<file path="src/rtl/alu_pkg.sv">
// Shared definitions for the ALU arbiter: operand width, ALU control codes,
// legality check and arbiter FSM state encoding.
package alu_pkg;

   localparam int ALU_W = 64;

   localparam logic [3:0] ALU_AND   = 4'b0000;
   localparam logic [3:0] ALU_OR    = 4'b0001;
   localparam logic [3:0] ALU_ADD   = 4'b0010;
   localparam logic [3:0] ALU_SUB   = 4'b0110;
   localparam logic [3:0] ALU_PASSB = 4'b0111;
   localparam logic [3:0] ALU_NOR   = 4'b1100;

   typedef enum logic [1:0] {
      ST_IDLE = 2'd0,
      ST_EXEC = 2'd1,
      ST_RESP = 2'd2
   } arb_state_e;

   function automatic logic alu_ctrl_legal(input logic [3:0] ctrl);
      case (ctrl)
         ALU_AND, ALU_OR, ALU_ADD, ALU_SUB, ALU_PASSB, ALU_NOR: return 1'b1;
         default:                                               return 1'b0;
      endcase
   endfunction

endpackage

</file>
<file path="src/rtl/rr_picker.sv">
// Combinational round-robin picker: first asserted request at or above the
// pointer, wrapping around. The pointer register is owned by the caller.
module rr_picker #(
   parameter int NUM_REQ = 4,
   parameter int IDX_W   = $clog2(NUM_REQ)
) (
   input  logic [NUM_REQ-1:0] req_i,
   input  logic [IDX_W-1:0]   ptr_i,
   output logic [NUM_REQ-1:0] grant_o,
   output logic [IDX_W-1:0]   idx_o,
   output logic               valid_o
);

   always_comb begin
      int  cand;
      logic found;
      grant_o = '0;
      idx_o   = '0;
      found   = 1'b0;
      cand    = 0;
      for (int k = 0; k < NUM_REQ; k++) begin
         cand = (int'(ptr_i) + k) % NUM_REQ;
         if (!found && req_i[IDX_W'(cand)]) begin
            found                  = 1'b1;
            grant_o[IDX_W'(cand)]  = 1'b1;
            idx_o                  = IDX_W'(cand);
         end
      end
      valid_o = found;
   end

endmodule

</file>
<file path="src/rtl/alu_arbiter.sv">
// Round-robin front end for one shared combinational ALU: accepts one op at a
// time, drives the ALU from registered operands and returns a tagged response.
module alu_arbiter
   import alu_pkg::*;
#(
   parameter int NUM_REQ = 4,
   parameter int DATA_W  = ALU_W,
   parameter int ID_W    = 2
) (
   input  logic                      clk,
   input  logic                      rst_n,
   input  logic [NUM_REQ-1:0]        req_valid,
   output logic [NUM_REQ-1:0]        req_ready,
   input  logic [NUM_REQ*DATA_W-1:0] req_src1,
   input  logic [NUM_REQ*DATA_W-1:0] req_src2,
   input  logic [NUM_REQ*4-1:0]      req_ctrl,
   output logic [DATA_W-1:0]         alu_src1,
   output logic [DATA_W-1:0]         alu_src2,
   output logic [3:0]                alu_ctrl,
   input  logic [DATA_W-1:0]         alu_result,
   input  logic                      alu_zero,
   output logic                      rsp_valid,
   input  logic                      rsp_ready,
   output logic [ID_W-1:0]           rsp_id,
   output logic [DATA_W-1:0]         rsp_result,
   output logic                      rsp_zero,
   output logic                      rsp_err
);

   arb_state_e          state_q;
   logic [ID_W-1:0]     ptr_q;
   logic [DATA_W-1:0]   op_src1_q;
   logic [DATA_W-1:0]   op_src2_q;
   logic [3:0]          op_ctrl_q;
   logic [ID_W-1:0]     op_id_q;
   logic                rsp_valid_q;
   logic [ID_W-1:0]     rsp_id_q;
   logic [DATA_W-1:0]   rsp_result_q;
   logic                rsp_zero_q;
   logic                rsp_err_q;

   logic [DATA_W-1:0]   src1_arr [NUM_REQ];
   logic [DATA_W-1:0]   src2_arr [NUM_REQ];
   logic [3:0]          ctrl_arr [NUM_REQ];

   logic [NUM_REQ-1:0]  pick_grant;
   logic [ID_W-1:0]     pick_idx;
   logic                pick_any;
   logic                arb_en;
   logic                accept;
   logic                op_legal;
   logic [ID_W-1:0]     ptr_d;

   for (genvar gi = 0; gi < NUM_REQ; gi++) begin : g_unpack
      assign src1_arr[gi] = req_src1[gi*DATA_W +: DATA_W];
      assign src2_arr[gi] = req_src2[gi*DATA_W +: DATA_W];
      assign ctrl_arr[gi] = req_ctrl[gi*4 +: 4];
   end

   rr_picker #(
      .NUM_REQ (NUM_REQ),
      .IDX_W   (ID_W)
   ) u_picker (
      .req_i   (req_valid),
      .ptr_i   (ptr_q),
      .grant_o (pick_grant),
      .idx_o   (pick_idx),
      .valid_o (pick_any)
   );

   // Arbitration is open when idle, or when the pending response retires this cycle.
   assign arb_en    = (state_q == ST_IDLE) || ((state_q == ST_RESP) && rsp_ready);
   assign req_ready = (rst_n && arb_en) ? pick_grant : '0;
   assign accept    = arb_en && pick_any;
   assign ptr_d     = (pick_idx == ID_W'(NUM_REQ - 1)) ? '0 : pick_idx + ID_W'(1);
   assign op_legal  = alu_ctrl_legal(op_ctrl_q);

   assign alu_src1   = op_src1_q;
   assign alu_src2   = op_src2_q;
   assign alu_ctrl   = op_ctrl_q;
   assign rsp_valid  = rsp_valid_q;
   assign rsp_id     = rsp_id_q;
   assign rsp_result = rsp_result_q;
   assign rsp_zero   = rsp_zero_q;
   assign rsp_err    = rsp_err_q;

   always_ff @(posedge clk or negedge rst_n) begin
      if (!rst_n) begin
         state_q      <= ST_IDLE;
         ptr_q        <= '0;
         op_src1_q    <= '0;
         op_src2_q    <= '0;
         op_ctrl_q    <= '0;
         op_id_q      <= '0;
         rsp_valid_q  <= 1'b0;
         rsp_id_q     <= '0;
         rsp_result_q <= '0;
         rsp_zero_q   <= 1'b0;
         rsp_err_q    <= 1'b0;
      end else begin
         if (accept) begin
            op_src1_q <= src1_arr[pick_idx];
            op_src2_q <= src2_arr[pick_idx];
            op_ctrl_q <= ctrl_arr[pick_idx];
            op_id_q   <= pick_idx;
            ptr_q     <= ptr_d;
         end
         case (state_q)
            ST_IDLE: begin
               if (accept) state_q <= ST_EXEC;
            end
            ST_EXEC: begin
               // An unrecognised code leaves the ALU output meaningless, so report a clean error.
               rsp_valid_q  <= 1'b1;
               rsp_id_q     <= op_id_q;
               rsp_result_q <= op_legal ? alu_result : '0;
               rsp_zero_q   <= op_legal ? alu_zero : 1'b1;
               rsp_err_q    <= ~op_legal;
               state_q      <= ST_RESP;
            end
            ST_RESP: begin
               if (rsp_ready) begin
                  rsp_valid_q <= 1'b0;
                  state_q     <= accept ? ST_EXEC : ST_IDLE;
               end
            end
            default: state_q <= ST_IDLE;
         endcase
      end
   end

endmodule
</file>
<file path="config.mk">
export PLATFORM = sky130hd
export DESIGN_NAME = alu_arbiter
export DESIGN_NICKNAME = d
export VERILOG_FILES = /design/src/rtl/alu_pkg.sv /design/src/rtl/rr_picker.sv /design/src/rtl/alu_arbiter.sv
export SDC_FILE = /design/constraint.sdc
export NUM_CORES = 1
export LEC_CHECK = 0
export CAP_MARGIN = 20
export CORE_AREA = 2 2 309 311
export DETAILED_ROUTE_END_ITERATION = 16
export DIE_AREA = 0 0 311 313
export HOLD_SLACK_MARGIN = 0.03
export SLEW_MARGIN = 20
export SYNTH_ARGS = -nofsm -noshare
export SYNTH_HDL_FRONTEND = slang
export SYNTH_SLANG_ARGS = --single-unit
</file>
<file path="constraint.sdc">
create_clock -name clk -period 3.23 [get_ports clk]
set_input_delay 0.646 -clock clk [delete_from_list [all_inputs] [get_ports clk]]
set_output_delay 0.646 -clock clk [all_outputs]
set_load 0.05 [all_outputs]
</file>
# Word-level counts from Yosys, hierarchy flattened

Index checks and enable logic that the tools add are counted.

Add/sub/neg operators: 4
$lt $le $gt $ge: 9
Equal/unequal tests: 10
Muxes and demuxes: 52
Bitwise logic cells: 5
Reduce and logical (&&, ||, !) cells: 20

Operators by type and width:

| kind                | number |
|---|---|
| $mux 64             | 5 |
| $bmux 64 s2         | 2 |
| $mux 4              | 7 |
| $mux 1              | 20 |
| $lt 2x4->1 const B  | 4 |
| $mux 2              | 7 |
| $or 4x4->4          | 3 |
| $logic_and 1x1->1   | 10 |
| $bmux 1 s2          | 4 |
| $bmux 4 s2          | 1 |
| $demux 1 s2         | 4 |
| $eq 4x3->1 const B  | 2 |
| $ge 2x1->1 const B  | 4 |
| $pmux 2 s3          | 1 |
| $reduce_or 6->1     | 1 |
| $add 2x1->2 const B | 2 |
| $add 2x2->2 const B | 2 |
| $eq 2x2->1 const B  | 2 |
| $eq 4x1->1 const B  | 1 |
| $eq 4x2->1 const B  | 1 |
| $eq 4x4->1 const B  | 1 |
| $logic_not 4->1     | 1 |
| $ne 2x2->1 const B  | 2 |
| $reduce_and 2->1    | 2 |
| other kinds (9)     | 11 |

Flip-flop bits (word level): 207
Input bits: 600
Output and inout bits: 205
Word-level logic and storage cells: 111

# Depth between registers and ports, before layout

Gate-level depths: netlist (run 1).

Depth in word-level cells: 17
Gate-level depth with buffers: 14
Mapped depth without buffers: 10

# Cells and area by module

From an unflattened synthesis (run 1), not the netlist that was laid out.

Cells, all modules: 759
Area total of the unflattened synthesis: 11708.7 um^2

By module, submodules not included:

| module      | times used | cells an instance | area each (um^2) | sequential area each (um^2) |
|---|---|---|---|---|
| alu_arbiter | 1          | 697               | 11177.0          | 5180.0 |
| rr_picker   | 1          | 62                | 531.8            | 0.0 |

# Worst setup path after synthesis (run 1)

OpenSTA, ideal clock, no wires.

Path kind: register -> output
From: reg ptr_q[0]
To: out req_ready[2]
Data arrival time: 2945 ps
Required time: 2584 ps
Slack: -361 ps
Cell stages (with the launch flop): 9
Path buffers: 1
Path through: dfrtp_1 > buf_4 > inv_1 > ha_1 > mux4_2 > nor2b_1 > or2_2 > o211ai_1 > a21oi_1

Word-level cells in the longest chain between the ends: 14
Elaborated cells on any way between the ends: 52
Classes of those cells: add/sub: 3; order compare: 8; mux: 28; bitwise: 3; reduce/logical: 10

Ends and longest elaborated chain:

| what                                                                | line               | text |
|---|---|---|
| start, declared                                                     | alu_arbiter.sv:31  | `logic [ID_W-1:0] ptr_q;` |
| start signal, assigned                                              | alu_arbiter.sv:106 | `ptr_q <= ptr_d;` |
| parallel branches: the longest is 12 deep, another holds $lt 2x4->1 | n/a                |  |
| $mux 4 (*)                                                          | rr_picker.sv:23    | `if (!found && req_i[IDX_W'(cand)]) begin` |
| $mux 4 (*)                                                          | alu_arbiter.sv:73  | `assign req_ready = (rst_n && arb_en) ? pick_grant : '0;` |
| end, declared                                                       | alu_arbiter.sv:13  | `output logic [NUM_REQ-1:0] req_ready,` |

Every way passes the cells marked *. The select of a mux whose other input is x is not followed.

# Worst setup path after layout (run 1)

From: reg ptr_q[1]
To: out req_ready[1]

Same word-level chain as after synthesis.

==> flow_metrics.env, run 1 <==
export IMPL_run_status="finished with violations"
export IMPL_violations="setup timing"
export IMPL_start_util_pct=13.8
export IMPL_slew_violations=0
export IMPL_fin_skew_ns=0.0319
export IMPL_grt_start_max_net_pins=108
export IMPL_worstMarginPinSlew_ns=0.868
export IMPL_critPathMaxFanout=3
export IMPL_layout_nets=2727
export IMPL_required_ns=2.58
export IMPL_slew_headroom_pct=42.2
export IMPL_clk_pin_slew_ns=0.07
export IMPL_crit_buf_inv=3
export IMPL_yosysMostFrequentCell="dfrtp_1"
export IMPL_crit_arrival_ns=2.65
export IMPL_leakage_nw=10.2
export IMPL_p_per_area_nw_per_um2=1120
export IMPL_design_area_um2=24500
export IMPL_die_w_um=311
export IMPL_drtIter0Drc=781
export IMPL_path_depth=9
export IMPL_hp_class="in2async"
export IMPL_rows=113
export IMPL_syn_inst=1313
export IMPL_grt_overflow_total=0
export IMPL_seqCellArea_um2=5180
export IMPL_crit_family="multiplexers"
export IMPL_fin_ws_ns=-0.0685
export IMPL_synth_edf_count=0
export IMPL_period_share_pct=102
export IMPL_synth_nets=1922
export IMPL_ios=805
export IMPL_root_buffer="clkbuf_16"
export IMPL_clock_sinks=207
export IMPL_fin_crit_ns=3.30
export IMPL_vdd_drop_max_uv=706
export IMPL_synthTopCellsByArea="dfrtp_1 40%, o211ai_1 11%, mux2i_1 10%"
export IMPL_finalNonFillerCells=3407
export IMPL_crit_type="reg2out"
export IMPL_postPlaceCellArea_um2=23400
export IMPL_ant_nets=0
export IMPL_synthDistinctLibCells=39
export IMPL_numCtsBuffers=29
export IMPL_reg2reg_depth=10
export IMPL_multi_input_area_um2=7280
export IMPL_routed_wl_um=70000
export IMPL_async_flop_share_pct=100
export IMPL_synth_avg_cell_area_um2=9.91
export IMPL_dpl_worst_slack_ns=-0.287
export IMPL_n_fill_cell=10100
export IMPL_yosys_area_top_type="dfrtp_1"
export IMPL_setup_viol=4
export IMPL_die_area_um2=97300
export IMPL_viasPerCell=4.22
export IMPL_worstPathCellList="inv_2 -> ha_4 -> mux4_2 -> buf_6 -> a22oi_2 -> nor2_1 -> a221oi_2 -> nor2_2 -> buf_12"
export IMPL_dp_hpwl_um=54700
export IMPL_grt_pass1_vias=14400
export IMPL_drc=0
export IMPL_ys_ff_latch=207
export IMPL_gr_usage_all_layers_pct=13.6
export IMPL_critPathMaxStageDelay_ns=0.55
export IMPL_synth_top_cells_by_count="207 x dfrtp_1, 196 x o211ai_1, 145 x nand2_1, 134 x mux2i_1"
export IMPL_wl_per_cell_um=20.5
export IMPL_drive_gt1_share_pct=12.7
export IMPL_dp_cells=3349
export IMPL_grt_pass1_wl_um=99600
export IMPL_synth_top_area_share_pct=39.8
export IMPL_crit_path_top_delay_cell="mux4_2"
export IMPL_die_h_um=313
export IMPL_htreeDepth=1
export IMPL_clkLatencyLatePin_ns=0.60
export IMPL_gp_congestion=0.898
export IMPL_io_buffers=804
export IMPL_coreArea_um2=94200
export IMPL_crit_path_start_kind="flip-flop"
export IMPL_finalHoldViolations=0
export IMPL_max_cap_viol_count=0
export IMPL_critPathCaptureType="primary output"
export IMPL_synth_area_um2=13000
export IMPL_grt_setup_unrepaired="true"
export IMPL_antenna_found_initial=8
export IMPL_max_freq_mhz=303
export IMPL_syn2layout_area_growth_pct=87.9
export IMPL_drt_pass1_iterations=5
export IMPL_synth_warnings=0
export IMPL_clock_path_buffers=3
export IMPL_synth_seq_area_share_pct=39.8
export IMPL_cts_tree="built"
export IMPL_synth_ff_type="dfrtp_1"
export IMPL_num_vias=14400
export IMPL_fin_tns_setup_ns=-0.259
## cell usage in the layout (no fill, tap or decap), types with 9 or more instances in the layout
master,netlist,final
a21boi_0,132,132
mux2i_1,134,134
dfrtp_1,207,206
clkdlybuf4s50_1,0,799
o211ai_1,196,196
buf_12,0,33
o211ai_2,69,69
clkbuf_16,0,29
nor2_1,14,11
and3_1,132,132
buf_4,8,87
a22o_1,65,65
nand2_1,145,145
clkbuf_8,0,9
## path summary, 6_finish.rpt
check	startpoint	slack (ns)	end
hold / removal	rst_n	0.08	rsp_result[6]
hold reg to reg	op_id_q[1]	0.46	rsp_id[1]
max in group asynchronous	rst_n	2.40	rsp_result[58]
setup reg to reg	ptr_q[0]	0.22	alu_src2[48]
min in group clk	op_id_q[1]	0.46	rsp_id[1]
setup / recovery	ptr_q[1]	-0.07	req_ready[1]
## registers in the layout, indices dropped and copies added, names as in the netlist, 2 cells and up
signal	cells
op_id_q	2
rsp_id	2
alu_src1	64
state_q	2
alu_ctrl	4
alu_src2	64
ptr_q	2
rsp_result	64
## report_power, final
group / total, mW / internal (mW) / switching [mW]
Combinational: 19.5 / 7.71 / 11.7
Clock: 3.45 / 2.08 / 1.37
Sequential: 4.59 / 3.82 / 0.769
Total: 27.5 / 13.6 / 13.9
## worst register-to-register path, cell delays in order, from the launching register on
cell      delay (ns)
dfrtp_2         0.37
buf_6           0.19
mux4_2          0.53
nor2b_4         0.17
buf_4           0.14
o21ai_4         0.21
and2_4          0.22
buf_12          0.19
buf_4           0.31
mux2i_1         0.40
o211ai_1        0.15
## routing by layer
| metal | wire (um) | track usage, % | vias up |
|---|---|---|---|
| li1 | - | - | 6586 |
| met1 | 29000 | 16.9 | 6962 |
| met2 | 32700 | 22.4 | 709 |
| met3 | 6030 | 4.02 | 105 |
| met4 | 2150 | 4.50 | 12 |
| met5 | 85 | 0 | - |
## logic make-up after synthesis
| logic type | share of synthesized area [%] |
|---|---|
| multiplexers | 11.2 |
| AO/OA/AOI/OAI | 31.3 |
| flip-flops | 39.8 |
| AND/OR/NAND/NOR | 11.7 |
| buffers and inverters | 5.11 |
| adder cells (fa/ha/maj) | 0.865 |
## metrics by stage
| stage | power (mW) | util [%] | hold WS [ns] |
|---|---|---|---|
| detailed placement | 24.0 | 24.8 | 0.452 |
| finish | 27.5 | 26.0 | 0.0769 |
| global placement | 23.9 | 24.8 | 0.448 |
| floorplan | 16.1 | - | 0.350 |
| global route | 29.0 | 26.0 | 0.113 |
| CTS | 27.7 | 26.0 | 0.115 |
## final cells by class
class | instances | area share [%]
Tap cell | 1265 | 6.47
Inverter | 10 | 0.174
Sequential cell | 207 | 21.2
Multi-Input combinational cell | 947 | 29.8
Antenna cell | 2 | 0.0205
Clock buffer | 43 | 3.55
Timing Repair Buffer | 923 | 38.3
Clock inverter | 10 | 0.527
## timing repair
item,CTS,global route
endpoints found under the setup margin,4,4
gates resized for setup,11,0
setup buffers,3,0
hold endpoints to repair,8,0
hold buffers,1,0
pin swaps,9,4
Note: power is estimated with default switching activity, not from simulation.
==> inputs of run 2 (changes only) <==
--- a/config.mk
+++ b/config.mk
@@ -7,6 +7,7 @@
 export LEC_CHECK = 0
 export CAP_MARGIN = 20
 export CORE_AREA = 2 2 309 311
+export CTS_CLUSTER_SIZE = 10
 export DETAILED_ROUTE_END_ITERATION = 16
 export DIE_AREA = 0 0 311 313
 export HOLD_SLACK_MARGIN = 0.03
==> constraint.sdc (replaced) <==
create_clock -name clk -period 3.3 [get_ports clk]
set_input_delay 0.66 -clock clk [delete_from_list [all_inputs] [get_ports clk]]
set_output_delay 0.66 -clock clk [all_outputs]
set_load 0.05 [all_outputs]
==> run 2 against run 1 <==
  * The flow still finishes with violations (setup timing)
  * Non-clock buffer count up 19
  * Utilization about the same
  * First-iteration DRC count up 13%
  * Die area unchanged
==> flow_metrics.env, run 2 (synthesis gave the netlist of run 1 again) <==
export IMPL_drive_gt1_share_pct=13.4
export IMPL_routed_wl_um=72000
export IMPL_clock_sinks=207
export IMPL_num_vias=14300
export IMPL_die_w_um=311
export IMPL_viasPerCell=4.16
export IMPL_max_cap_viol_count=0
export IMPL_dp_hpwl_um=56600
export IMPL_ios=805
export IMPL_grt_start_max_net_pins=121
export IMPL_hold_end="rsp_id[0]"
export IMPL_die_area_um2=97300
export IMPL_critPathCaptureType="primary output"
export IMPL_die_h_um=313
export IMPL_htreeDepth=1
export IMPL_slew_violations=0
export IMPL_clkLatencyLatePin_ns=0.59
export IMPL_rows=113
export IMPL_period_share_pct=101
export IMPL_hold_start="op_id_q[0]"
export IMPL_r2r_start="ptr_q[0]"
export IMPL_layout_nets=2745
export IMPL_grt_pass1_wl_um=103000
export IMPL_slew_headroom_pct=36.2
export IMPL_final_common_cell="clkdlybuf4s50_1"
export IMPL_fin_total_pwr_mw=27.0
export IMPL_drt_pass1_iterations=7
export IMPL_grt_setup_unrepaired="true"
export IMPL_fin_util_pct=26.0
export IMPL_clk_pin_slew_ns=0.06
export IMPL_crit_arrival_ns=2.68
export IMPL_ff2ff_setup_slack_ns=0.06
export IMPL_setup_viol=4
export IMPL_grt_overflow_total=0
export IMPL_critPathMaxStageDelay_ns=0.58
export IMPL_crit_path_top_delay_cell="mux4_2"
export IMPL_finalHoldViolations=0
export IMPL_run_status="finished with violations"
export IMPL_crit_path_start_kind="flip-flop"
export IMPL_gp_congestion=0.902
export IMPL_antenna_found_initial=15
export IMPL_rr_endpoint="alu_src2[39]"
export IMPL_crit_type="reg2out"
export IMPL_fin_skew_ns=0.0222
export IMPL_fin_ws_ns=-0.0382
export IMPL_coreArea_um2=94200
export IMPL_worstPathCellList="inv_2 -> ha_4 -> mux4_2 -> nor2b_4 -> or2_4 -> o211ai_1 -> a21oi_2 -> buf_12"
export IMPL_crit_buf_inv=2
export IMPL_wl_per_cell_um=21.0
export IMPL_reg2reg_depth=14
export IMPL_final_cell_mix="798 x clkdlybuf4s50_1, 206 x dfrtp_1, 196 x o211ai_1"
export IMPL_drtIter0Drc=884
export IMPL_ant_nets=0
export IMPL_grt_pass1_vias=14600
export IMPL_p_per_area_nw_per_um2=1100
export IMPL_io_buffers=804
export IMPL_numCtsBuffers=28
export IMPL_syn2layout_area_growth_pct=88.2
export IMPL_hold_path_depth=2
export IMPL_drc=0
export IMPL_fin_tns_setup_ns=-0.0858
export IMPL_root_buffer="clkbuf_16"
export IMPL_critPathMaxFanout=6
export IMPL_vdd_drop_max_uv=470
export IMPL_clock_path_buffers=3
export IMPL_hp_class="reg2reg"
export IMPL_fin_crit_ns=3.34
export IMPL_start_util_pct=13.8
export IMPL_cts_tree="built"
export IMPL_worstMarginPinSlew_ns=0.958
export IMPL_max_freq_mhz=300
export IMPL_required_ns=2.64
export IMPL_leakage_nw=10.2
export IMPL_gr_usage_all_layers_pct=14.1
export IMPL_violations="setup timing"
export IMPL_crit_family="multiplexers"
run 2: worst register-to-register path: cells and delay by family (launching register included):
| family | cells | cell delay, ns |
|---|---|---|
| multiplexers | 2 | 0.74 |
| adder cells (fa/ha/maj) | 1 | 0.21 |
| AND/OR/NAND/NOR | 2 | 0.27 |
| flip-flops | 1 | 0.41 |
| AO/OA/AOI/OAI | 2 | 0.33 |
| buffers and inverters | 7 | 1.13 |
run 2: worst max path at each step:
stage	from	cells after the start	endpoint
floorplan	ptr_q[0]	14	ptr_q[0]
global placement	req_valid[0]	10	alu_src2[26]
detailed placement	req_valid[0]	10	alu_src2[26]
CTS	ptr_q[0]	8	req_ready[0]
global route	ptr_q[1]	8	req_ready[2]
finish	ptr_q[0]	8	req_ready[2]
run 2: what timing repair did:
action,4_1_cts,5_1_grt
endpoints found under the setup margin,4,4
gates resized for setup,9,8
hold buffers,1,0
pin swaps,2,2
hold endpoints to repair,29,0
setup buffers,4,3
run 2: layer usage:
metal  GRT usage (%)  share of wire, %
met1            17.5                41
met2            23.2                47
met3            4.29               8.7
met4            4.60               3.2
met5               0              0.14
run 2: metrics by stage:
step | area, um2 | setup slack [ns] | hold WS [ns] | cells
floorplan | 13000 | 0.0247 | 0.364 | 1313
global placement | 23500 | -0.224 | 0.458 | 3364
detailed placement | 23500 | -0.243 | 0.469 | 3364
CTS | 24400 | -0.0498 | 0.483 | 3417
global route | 24500 | -0.156 | 0.503 | 3420
finish | 24500 | -0.0382 | 0.479 | 3425
run 2: where the power goes:
part	switching [mW]	leakage, nW	internal (mW)
registers	0.775	2.60	3.74
clock network	1.30	0.454	1.78
logic	11.6	7.15	7.71
run 2: cell type report:
type                            count  area [um2]
Antenna cell                        5        12.5
Clock buffer                       42         865
Clock inverter                      7        35.0
Fill cell                       10100       69700
Inverter                           10        42.5
Multi-Input combinational cell    947        7310
Sequential cell                   207        5180
Tap cell                         1265        1580
Timing Repair Buffer              942        9470
==> inputs of run 3 (changes only) <==
--- a/config.mk
+++ b/config.mk
@@ -10,6 +10,7 @@
 export CTS_CLUSTER_SIZE = 10
 export DETAILED_ROUTE_END_ITERATION = 16
 export DIE_AREA = 0 0 311 313
+export DONT_BUFFER_PORTS = 1
 export HOLD_SLACK_MARGIN = 0.03
 export SLEW_MARGIN = 20
 export SYNTH_ARGS = -nofsm -noshare
==> run 3 against run 2 <==
  * The flow finishes with violations (hold timing, setup timing)
  * Clock skew down 0.0027 ns
  * Non-clock buffer count down 874
  * Count of clock-buffer cells in the layout down 5
  * Power down 15%
==> flow_metrics.env, run 3 (synthesis gave the netlist of run 1 again) <==
export IMPL_drive_gt1_share_pct=16.5
export IMPL_n_fill_cell=10500
export IMPL_die_h_um=313
export IMPL_crit_type="reg2out"
export IMPL_gr_usage_all_layers_pct=11.7
export IMPL_grt_start_max_net_pins=209
export IMPL_antenna_found_initial=45
export IMPL_multi_input_area_um2=7310
export IMPL_postPlaceCellArea_um2=14700
export IMPL_start_util_pct=13.8
export IMPL_fin_skew_ns=0.0194
export IMPL_drtIter0Drc=855
export IMPL_die_area_um2=97300
export IMPL_fin_ws_ns=-0.0758
export IMPL_design_area_um2=15900
export IMPL_vdd_drop_max_uv=999
export IMPL_clk_pin_slew_ns=0.06
export IMPL_seqCellArea_um2=5180
export IMPL_syn2layout_area_growth_pct=22.0
export IMPL_required_ns=2.64
export IMPL_viasPerCell=4.45
export IMPL_routed_wl_um=61600
export IMPL_fin_crit_ns=3.38
export IMPL_leakage_nw=6.73
export IMPL_gp_congestion=0.960
export IMPL_finalHoldViolations=207
export IMPL_rows=113
export IMPL_grt_pass1_wl_um=84300
export IMPL_clock_sinks=207
export IMPL_ant_nets=0
export IMPL_io_buffers=0
export IMPL_r2r_start="ptr_q[0]"
export IMPL_final_cell_mix="207 x dfrtp_1, 196 x o211ai_1, 145 x nand2_1"
export IMPL_dp_cells=2484
export IMPL_holdWs_ns=-0.231
export IMPL_critPathCaptureType="primary output"
export IMPL_drt_pass1_iterations=5
export IMPL_clkLatencyLatePin_ns=0.59
export IMPL_ios=805
export IMPL_drc=0
export IMPL_run_status="finished with violations"
export IMPL_slew_headroom_pct=36.6
export IMPL_critPathMaxFanout=4
export IMPL_cts_tree="built"
export IMPL_dp_hpwl_um=46300
export IMPL_fin_total_pwr_mw=22.8
export IMPL_wl_per_cell_um=24.0
export IMPL_coreArea_um2=94200
export IMPL_finalNonFillerCells=2570
export IMPL_layout_nets=1871
export IMPL_violations="hold timing, setup timing"
export IMPL_max_freq_mhz=296
export IMPL_htreeDepth=1
export IMPL_setup_viol=5
export IMPL_max_cap_viol_count=0
export IMPL_numCtsBuffers=28
export IMPL_final_common_cell="dfrtp_1"
export IMPL_clock_path_buffers=3
export IMPL_grt_overflow_total=0
export IMPL_startpoint="ptr_q[0]"
export IMPL_die_w_um=311
export IMPL_hp_class="in2async"
export IMPL_period_share_pct=102
export IMPL_grt_pass1_vias=11100
export IMPL_root_buffer="clkbuf_16"
export IMPL_slew_violations=0
export IMPL_num_vias=11400
export IMPL_grt_setup_unrepaired="true"
export IMPL_worstMarginPinSlew_ns=0.951
export IMPL_crit_path_start_kind="flip-flop"
export IMPL_p_per_area_nw_per_um2=1440
export IMPL_crit_arrival_ns=2.72
[run 3: layer usage]
layer / global-route usage [%] / vias up / part of all wire (%)
met5: 0 / - / 0.48
met4: 6.24 / 36 / 5.3
met3: 6.03 / 169 / 13
met2: 17.8 / 737 / 44
met1: 13.4 / 5605 / 37
li1: - / 4896 / -
[run 3: layout make-up]
class,count,area share (%)
Timing Repair Buffer,68,5.07
Clock buffer,37,5.01
Tap cell,1265,9.97
Clock inverter,9,0.615
Multi-Input combinational cell,947,46.0
Antenna cell,27,0.425
Inverter,10,0.268
Sequential cell,207,32.6
[run 3: worst max-delay path, stage by stage (launching register included)]
cell and delay (ns):
dfrtp_1 0.36, inv_2 0.06, ha_4 0.28, mux4_2 0.57
nor2b_4 0.18, buf_6 0.12, a22oi_1 0.06, nor2_1 0.14
a221oi_2 0.06, nor2_2 0.14, buf_12 0.15
[run 3: repair_timing]
| action | CTS | global route |
|---|---|---|
| setup buffers | 4 | 10 |
| setup endpoints to repair | 4 | 4 |
| gates resized for setup | 10 | 10 |
| pin swaps | 4 | 2 |
| cloned | 0 | 0 |
| endpoints found under the hold margin | 207 | 207 |
[run 3: final timing paths]
kind                            slack, ns  depth (start not counted)              to
worst max-delay path                -0.08                         10    req_ready[1]
worst min-delay path                -0.23                          0    alu_src1[36]
worst min register to register       0.47                          2       rsp_id[0]
worst max register to register      -0.01                         10    alu_src2[54]
min in group clk                     0.21                          1  rsp_result[62]
max in group asynchronous            2.98                          0    alu_src2[41]
[run 3: where the power goes]
group / switching, mW / internal (mW) / leakage (nW)
combinational: 6.75 / 4.51 / 3.69
sequential: 4.86 / 3.66 / 2.61
clock: 1.23 / 1.82 / 0.443
[run 3: stage by stage]
stage | TNS, ns | setup WS (ns) | util [%]
2_1_floorplan | 0 | 0.0247 | -
3_3_place_gp | 0 | 0.225 | 15.6
3_5_place_dp | 0 | 0.191 | 15.6
4_1_cts | -0.347 | -0.101 | 16.7
5_1_grt | -0.775 | -0.198 | 16.9
6_report | -0.177 | -0.0758 | 16.9
